===== src/rtl/hd44780_rx_pkg.sv =====
// Shared types and constants for the HD44780 4-bit bus receiver.
package hd44780_rx_pkg;

  typedef enum logic {
    PH_HI = 1'b0,
    PH_LO = 1'b1
  } phase_t;

  localparam logic [7:0] FSET_MASK = 8'hE0;
  localparam logic [7:0] FSET_VAL  = 8'h20;
  localparam int         DL_BIT    = 4;
  localparam logic [3:0] INIT4_NYB = 4'h2;

  // FIFO entry layout: {single, rs, byte}
  localparam int ENTRY_W = 10;

  function automatic logic is_fset(input logic [7:0] b);
    return (b & FSET_MASK) == FSET_VAL;
  endfunction

endpackage


===== src/rtl/hd44780_rx_fifo.sv =====
// Synchronous FIFO with a registered head; total capacity is 2**AW entries
// including the entry currently presented on rdata/valid.
module hd44780_rx_fifo
  import hd44780_rx_pkg::*;
#(
  parameter int AW = 2
) (
  input  logic               clk,
  input  logic               rst,
  input  logic               push,
  input  logic [ENTRY_W-1:0] wdata,
  input  logic               pop,
  output logic [ENTRY_W-1:0] rdata,
  output logic               valid,
  output logic               full,
  output logic               empty
);

  localparam int DEPTH = 2 ** AW;

  logic [ENTRY_W-1:0] mem [DEPTH];
  logic [AW-1:0]      wr_ptr;
  logic [AW-1:0]      rd_ptr;
  logic [AW:0]        count;
  logic               do_push;
  logic               do_pop;
  logic [AW-1:0]      rd_nxt;
  logic [AW:0]        kept;

  assign full    = (count == (AW+1)'(DEPTH));
  assign empty   = (count == '0);
  assign do_pop  = pop & valid;
  assign do_push = push & (~full | do_pop);
  assign rd_nxt  = rd_ptr + AW'(do_pop);
  // Entries already stored before this edge's write; the head only reloads from these.
  assign kept    = count - (AW+1)'(do_pop);

  always_ff @(posedge clk) begin
    if (do_push) mem[wr_ptr] <= wdata;
  end

  always_ff @(posedge clk or posedge rst) begin
    if (rst) begin
      wr_ptr <= '0;
      rd_ptr <= '0;
      count  <= '0;
      valid  <= 1'b0;
      rdata  <= '0;
    end else begin
      if (do_push) wr_ptr <= wr_ptr + 1'b1;
      rd_ptr <= rd_nxt;
      count  <= kept + (AW+1)'(do_push);
      valid  <= (kept != '0);
      rdata  <= mem[rd_nxt];
    end
  end

endmodule


===== src/rtl/hd44780_bus_receiver.sv =====
// LCD-side decoder of the HD44780 4-bit write bus into a small handshake FIFO.
// Optional macro HD44780_RX_TIMING_CHECK_EN builds the E width/spacing checker.
module hd44780_bus_receiver
  import hd44780_rx_pkg::*;
#(
  parameter int FIFO_AW     = 2,
  parameter int MIN_E_HIGH  = 6,
  parameter int MIN_E_CYCLE = 12
) (
  input  logic       CLK_I,
  input  logic       RST_I,
  input  logic       i_e,
  input  logic       i_rs,
  input  logic [3:0] i_nybble,
  output logic       STB_O,
  input  logic       ACK_I,
  output logic [7:0] o_byte,
  output logic       o_rs,
  output logic       o_single,
  output logic       o_mode4,
  input  logic       i_clr_err,
  output logic       o_err_rs,
  output logic       o_err_ovf,
  output logic       o_err_timing
);

  if (MIN_E_HIGH < 1 || MIN_E_CYCLE <= MIN_E_HIGH) begin : g_bad_params
    $error("hd44780_bus_receiver: E timing parameters out of range");
  end

  logic e_p0, e_p1, e_p2;
  logic rs_p0, rs_p1;
  logic [3:0] nyb_p0, nyb_p1;
  logic fall;

  phase_t phase, phase_nxt;
  logic mode4, mode4_nxt;
  logic [3:0] hi, hi_nxt;
  logic hi_rs, hi_rs_nxt;
  logic [7:0] pair;
  logic push, pop, set_rs, set_ovf;
  logic [ENTRY_W-1:0] wdata, rdata;
  logic fifo_full, fifo_empty;
  logic err_rs, err_ovf;

  // Stage p0/p1: two-flop synchroniser; p2 holds previous E for edge detection
  always_ff @(posedge CLK_I or posedge RST_I) begin
    if (RST_I) begin
      {e_p0, e_p1, e_p2} <= '0;
      {rs_p0, rs_p1}     <= '0;
      nyb_p0 <= '0;
      nyb_p1 <= '0;
    end else begin
      e_p0   <= i_e;
      e_p1   <= e_p0;
      e_p2   <= e_p1;
      rs_p0  <= i_rs;
      rs_p1  <= rs_p0;
      nyb_p0 <= i_nybble;
      nyb_p1 <= nyb_p0;
    end
  end

  assign fall = e_p2 & ~e_p1;
  assign pair = {hi, nyb_p1};
  assign pop  = ACK_I & STB_O & ~fifo_empty;

  // Stage p2: decode one E fall into a FIFO write and mode/phase updates
  always_comb begin
    phase_nxt = phase;
    mode4_nxt = mode4;
    hi_nxt    = hi;
    hi_rs_nxt = hi_rs;
    push      = 1'b0;
    wdata     = '0;
    set_rs    = 1'b0;
    if (fall) begin
      if (!mode4) begin
        push  = 1'b1;
        wdata = {1'b1, rs_p1, nyb_p1, 4'h0};
        if (!rs_p1 && nyb_p1 == INIT4_NYB) begin
          mode4_nxt = 1'b1;
          phase_nxt = PH_HI;
        end
      end else if (phase == PH_HI) begin
        hi_nxt    = nyb_p1;
        hi_rs_nxt = rs_p1;
        phase_nxt = PH_LO;
      end else begin
        phase_nxt = PH_HI;
        if (rs_p1 == hi_rs) begin
          push  = 1'b1;
          wdata = {1'b0, rs_p1, pair};
          if (!rs_p1 && is_fset(pair)) mode4_nxt = ~pair[DL_BIT];
        end else begin
          set_rs = 1'b1;
        end
      end
    end
  end

  assign set_ovf = push & fifo_full & ~pop;

  always_ff @(posedge CLK_I or posedge RST_I) begin
    if (RST_I) begin
      phase   <= PH_HI;
      mode4   <= 1'b0;
      hi      <= '0;
      hi_rs   <= 1'b0;
      err_rs  <= 1'b0;
      err_ovf <= 1'b0;
    end else begin
      phase   <= phase_nxt;
      mode4   <= mode4_nxt;
      hi      <= hi_nxt;
      hi_rs   <= hi_rs_nxt;
      err_rs  <= set_rs  | (err_rs  & ~i_clr_err);
      err_ovf <= set_ovf | (err_ovf & ~i_clr_err);
    end
  end

`ifdef HD44780_RX_TIMING_CHECK_EN
  localparam int HW = $clog2(MIN_E_HIGH + 1);
  localparam int CW = $clog2(MIN_E_CYCLE + 1);

  logic [HW-1:0] high_cnt;
  logic [CW-1:0] cyc_cnt;
  logic seen_rise, rise, set_tm, err_timing;

  assign rise   = e_p1 & ~e_p2;
  // The first rise after reset has no predecessor to be measured against.
  assign set_tm = (fall && high_cnt < HW'(MIN_E_HIGH)) ||
                  (rise && seen_rise && cyc_cnt < CW'(MIN_E_CYCLE));

  always_ff @(posedge CLK_I or posedge RST_I) begin
    if (RST_I) begin
      high_cnt   <= '0;
      cyc_cnt    <= '0;
      seen_rise  <= 1'b0;
      err_timing <= 1'b0;
    end else begin
      if (rise) high_cnt <= HW'(1);
      else if (e_p1 && high_cnt != HW'(MIN_E_HIGH)) high_cnt <= high_cnt + 1'b1;
      if (rise) begin
        cyc_cnt   <= CW'(1);
        seen_rise <= 1'b1;
      end else if (cyc_cnt != CW'(MIN_E_CYCLE)) begin
        cyc_cnt <= cyc_cnt + 1'b1;
      end
      err_timing <= set_tm | (err_timing & ~i_clr_err);
    end
  end

  assign o_err_timing = err_timing;
`else
  assign o_err_timing = 1'b0;
`endif

  hd44780_rx_fifo #(.AW(FIFO_AW)) u_fifo (
    .clk   (CLK_I),
    .rst   (RST_I),
    .push  (push),
    .wdata (wdata),
    .pop   (pop),
    .rdata (rdata),
    .valid (STB_O),
    .full  (fifo_full),
    .empty (fifo_empty)
  );

  assign {o_single, o_rs, o_byte} = rdata;
  assign o_mode4   = mode4;
  assign o_err_rs  = err_rs;
  assign o_err_ovf = err_ovf;

endmodule


===== config.mk =====
export PLATFORM = sky130hd
export DESIGN_NAME = hd44780_bus_receiver
export DESIGN_NICKNAME = d
export VERILOG_FILES = /design/src/rtl/hd44780_rx_pkg.sv /design/src/rtl/hd44780_rx_fifo.sv /design/src/rtl/hd44780_bus_receiver.sv
export SDC_FILE = /design/constraint.sdc
export NUM_CORES = 1
export LEC_CHECK = 0
export BUFFER_PORTS_ARGS = -buffer_cell sky130_fd_sc_hd__buf_4
export CAP_MARGIN = 0
export CORE_AREA = 2 2 96 98
export CTS_CLUSTER_SIZE = 8
export DETAILED_ROUTE_END_ITERATION = 7
export DIE_AREA = 0 0 98 100
export GPL_TIMING_DRIVEN = 0
export SETUP_SLACK_MARGIN = 0.5
export SYNTH_ARGS = -nofsm -noshare
export SYNTH_HDL_FRONTEND = slang
export SYNTH_SLANG_ARGS = --single-unit

===== constraint.sdc =====
create_clock -name CLK_I -period 2.35 [get_ports CLK_I]
set_input_delay 0.47 -clock CLK_I [delete_from_list [all_inputs] [get_ports CLK_I]]
set_output_delay 0.47 -clock CLK_I [all_outputs]
set_load 0.005 [all_outputs]

==> results.md <==
* Worst Hold Depth at 1
* Final HPWL DP at 2.93 mm
* Register area share after synthesis at 72.9%
* Worst Max-Slew Pin Slew at 0.836 ns
* Routed vias/inst at 4.54
* Antenna viol nets, final at 0
* Vias in the first global route at 1590
* Critical path's slowest cell: mux4_2
* Largest net degree at the start of global routing at 41
* Hold Crit Class: in -> reg
* Share of the synthesized area in the top cell type at 39.8%
* VDD IR max at 0.411 mV
* Mean area per synthesized cell at 17.9 um2
* I/O Buffers at 23
* Max cap viols at 0
* PwrDens at 1180 nW/um2
* Clock network power share at 21.7%
* Initial core utilization at 34.0%
* Worst path required time at 2.57 ns
* Total gr overflow at 0
* Initial antenna violation count at 0
* Fraction of layout cells with a size suffix above 1 at 40.4%
* Syn Nets at 189
* Critical path class: reg -> reg
* FFs w/ async S/R, synth at 50.0%
* Design area at 3780 um2
* Clock transition at path regs at 0.08 ns
* Vias at 1527
* Synth unique cells at 34
* Final setup violating endpoints at 0
* Crit path buffers/inverters at 1
* Hold Crit Start: i_nybble[3]
* Mapped Cells at 169
* Relative slew slack at 44.2%
* Critical path's top delay family: multiplexers
* Wirelength per Cell at 15.5 um
* Area of the mapped netlist at 3020 um2
* Reg2reg end: u_fifo.rdata[1]
* Initial DRC count at 98
* Flop pwr share at 43.3%
* Final-layout fill cell count at 813
* Post-route minimum period at 1.86 ns
* DRT Pass-1 Iters at 4
* Synth area leader: edfxtp_1
* Run status: completed
* Launching point of the worst reg2reg path: u_fifo.count[1]
* DRC viols at 0
* Most used flip-flop cell after synthesis: edfxtp_1
* Ant. Diodes at 0
* CP Cell Sequence: nor3_2 > nor2_2 > ha_4 > bufbuf_16 > mux4_2
* Cell-internal power at 3210 uW
* Sequential Area at 2200 um2
* Die H at 100 um
* Die Wd at 98 um
* Placed cell area at 3330 um2
* CTS Buffer Depth at 2
* Seq cells post-synth at 80
* Hold Crit Endpoint: nyb_p0[3]
* Gr usage total at 11.3%
* Period utilisation layout at 79.0%
* Number of flops mapped to enable cells by yosys at 40
* Max Clock Freq at 0.539 GHz
* Max incr delay on CP at 0.48 ns
* Root Buffer: clkbuf_8
* Io pins at 25
* Core area at 8890 um2
* CTS HTree Levels at 3
* Sw Pwr at 1250 uW
* Clock skew at 0.00575 ns
* Critical Path Start Type: flop
* Die Footprint at 9800 um2
* RSZ-0062 raised after global routing: yes
* Critical Path Fanout Max at 5
* Fin nets at 240
* Area of the multi-input gates at 877 um2
* Synth warn at 0
* Commonest cells in the netlist: dfrtp_1 (40), edfxtp_1 (40), ha_1 (10), mux4_2 (10), inv_1 (9)
* CP Capture Type: flop
* Total negative setup slack at 0 ns
* Latest clock arrival within the worst-skew pair at 0.34 ns
* Gate power share at 35.0%
* Sw frac at 27.9%
* Worst r2r path cells at 5
* Gpl congestion at 0.773
* Top cells by area, synth: edfxtp_1 (40%), dfrtp_1 (33%), mux4_2 (7.5%)
* Reg2reg setup slack at 0.49 ns
* CTS sink count at 80
* First-pass GRT wire length at 8.22 mm
* CTS buffer count at 9
* Routed wire length at 5.20 mm
* Area delta synth->final at 25.3%
* Hold-fix buffer count after cts at 0
* Cell Rows at 35
* Worst EP arrival at 2.07 ns
* P_leak at 0.00151 uW
* Fin. Hold Viols at 0
* CTS tree: yes
* Slew Viols, Final at 0
## metal layers
metal,up-vias,track usage [%],part of all wire (%)
met5,-,0,0
met1,761,13.9,42
met2,42,19.0,52
li1,719,-,-
met4,0,5.45,1.1
met3,5,2.72,5.0
## how the worst max path moves through the flow
stage                               start               end  slack (ns)  depth (start not counted)
final                     u_fifo.count[1]   u_fifo.rdata[1]        0.49                          5
after global routing      u_fifo.count[1]   u_fifo.rdata[1]        0.45                          5
after CTS                 u_fifo.count[1]   u_fifo.rdata[5]        0.49                          6
after detailed placement            rs_p1  u_fifo.mem[0][6]        0.20                          4
after global placement              rs_p1  u_fifo.mem[3][6]        0.22                          4
after floorplan                     rs_p1  u_fifo.mem[0][0]        0.45                          4
## layout make-up
class                      count  share of cell area, %
clock inverter                 6                   1.59
multi-input combinational     80                   23.2
tap                          111                   3.67
timing repair buffer          36                   8.04
buffer                         4                   1.06
sequential                    80                   58.2
clock buffer                  10                   3.37
inverter                       9                  0.893
## power by group through the flow
| stage | Sequential [uW] | Clock, uW | Combinational (uW) |
|---|---|---|---|
| 2_1_floorplan | 1930 | 0 | 788 |
| 6_report | 1930 | 968 | 1560 |
| 4_1_cts | 1930 | 1000 | 1490 |
| 3_3_place_gp | 1940 | 0 | 1110 |
| 5_1_grt | 1970 | 1070 | 1700 |
| 3_5_place_dp | 1950 | 0 | 1130 |
## what timing repair did
item                       4_1_cts  5_1_grt
buffers inserted                 9        2
resized for setup               17        9
setup endpoints to repair       54       53
pin swaps                        8        4
gates cloned                     6        0
## cells in the final DEF (no fill, tap or decap), types with 2 or more instances in the layout
| cell | n |
|---|---|
| dfrtp_1 | 40 |
| edfxtp_1 | 40 |
| buf_4 | 33 |
| mux4_2 | 10 |
| clkbuf_8 | 9 |
| inv_1 | 8 |
| and2_4 | 8 |
| nor2_1 | 7 |
| ha_1 | 6 |
| mux2_2 | 5 |
| and2_1 | 4 |
| nand2_1 | 4 |
| ha_4 | 4 |
| nand2b_1 | 3 |
| mux2i_1 | 3 |
| buf_6 | 3 |
| buf_2 | 2 |
| nand3_1 | 2 |
| a21oi_1 | 2 |
| xnor2_1 | 2 |
| o22ai_1 | 2 |
| clkinv_2 | 2 |
## flip-flops by register name, indices dropped and copies added (netlist names), 2 cells and up
signal and cells:
u_fifo.mem 40, u_fifo.rdata 10, hi 4, nyb_p0 4, nyb_p1 4, u_fifo.count 3, u_fifo.rd_ptr 2, u_fifo.wr_ptr 2
## per-stage QoR
stage	cells	setup WS, ns	util (%)	total power [uW]	hold WS [ns]
after floorplan	169	0.448	-	2720	0.331
after global placement	303	0.219	37.5	3050	0.331
after detailed placement	303	0.201	37.5	3070	0.335
after CTS	334	0.494	41.8	4420	0.207
after global routing	336	0.451	42.6	4730	0.211
final	336	0.494	42.6	4460	0.230
## kinds of logic after synthesis
| group | count (synthesis) | share of synthesized area, % |
|---|---|---|
| fa+ha+maj | 10 | 4.14 |
| other cells | 1 | 0.124 |
| compound gates | 10 | 2.86 |
| xor+xnor | 4 | 1.16 |
| simple gates | 32 | 6.13 |
| mux | 19 | 10.8 |
| flops | 80 | 72.9 |
| buf+inv | 13 | 1.86 |
(Power assumes the default switching activity.)
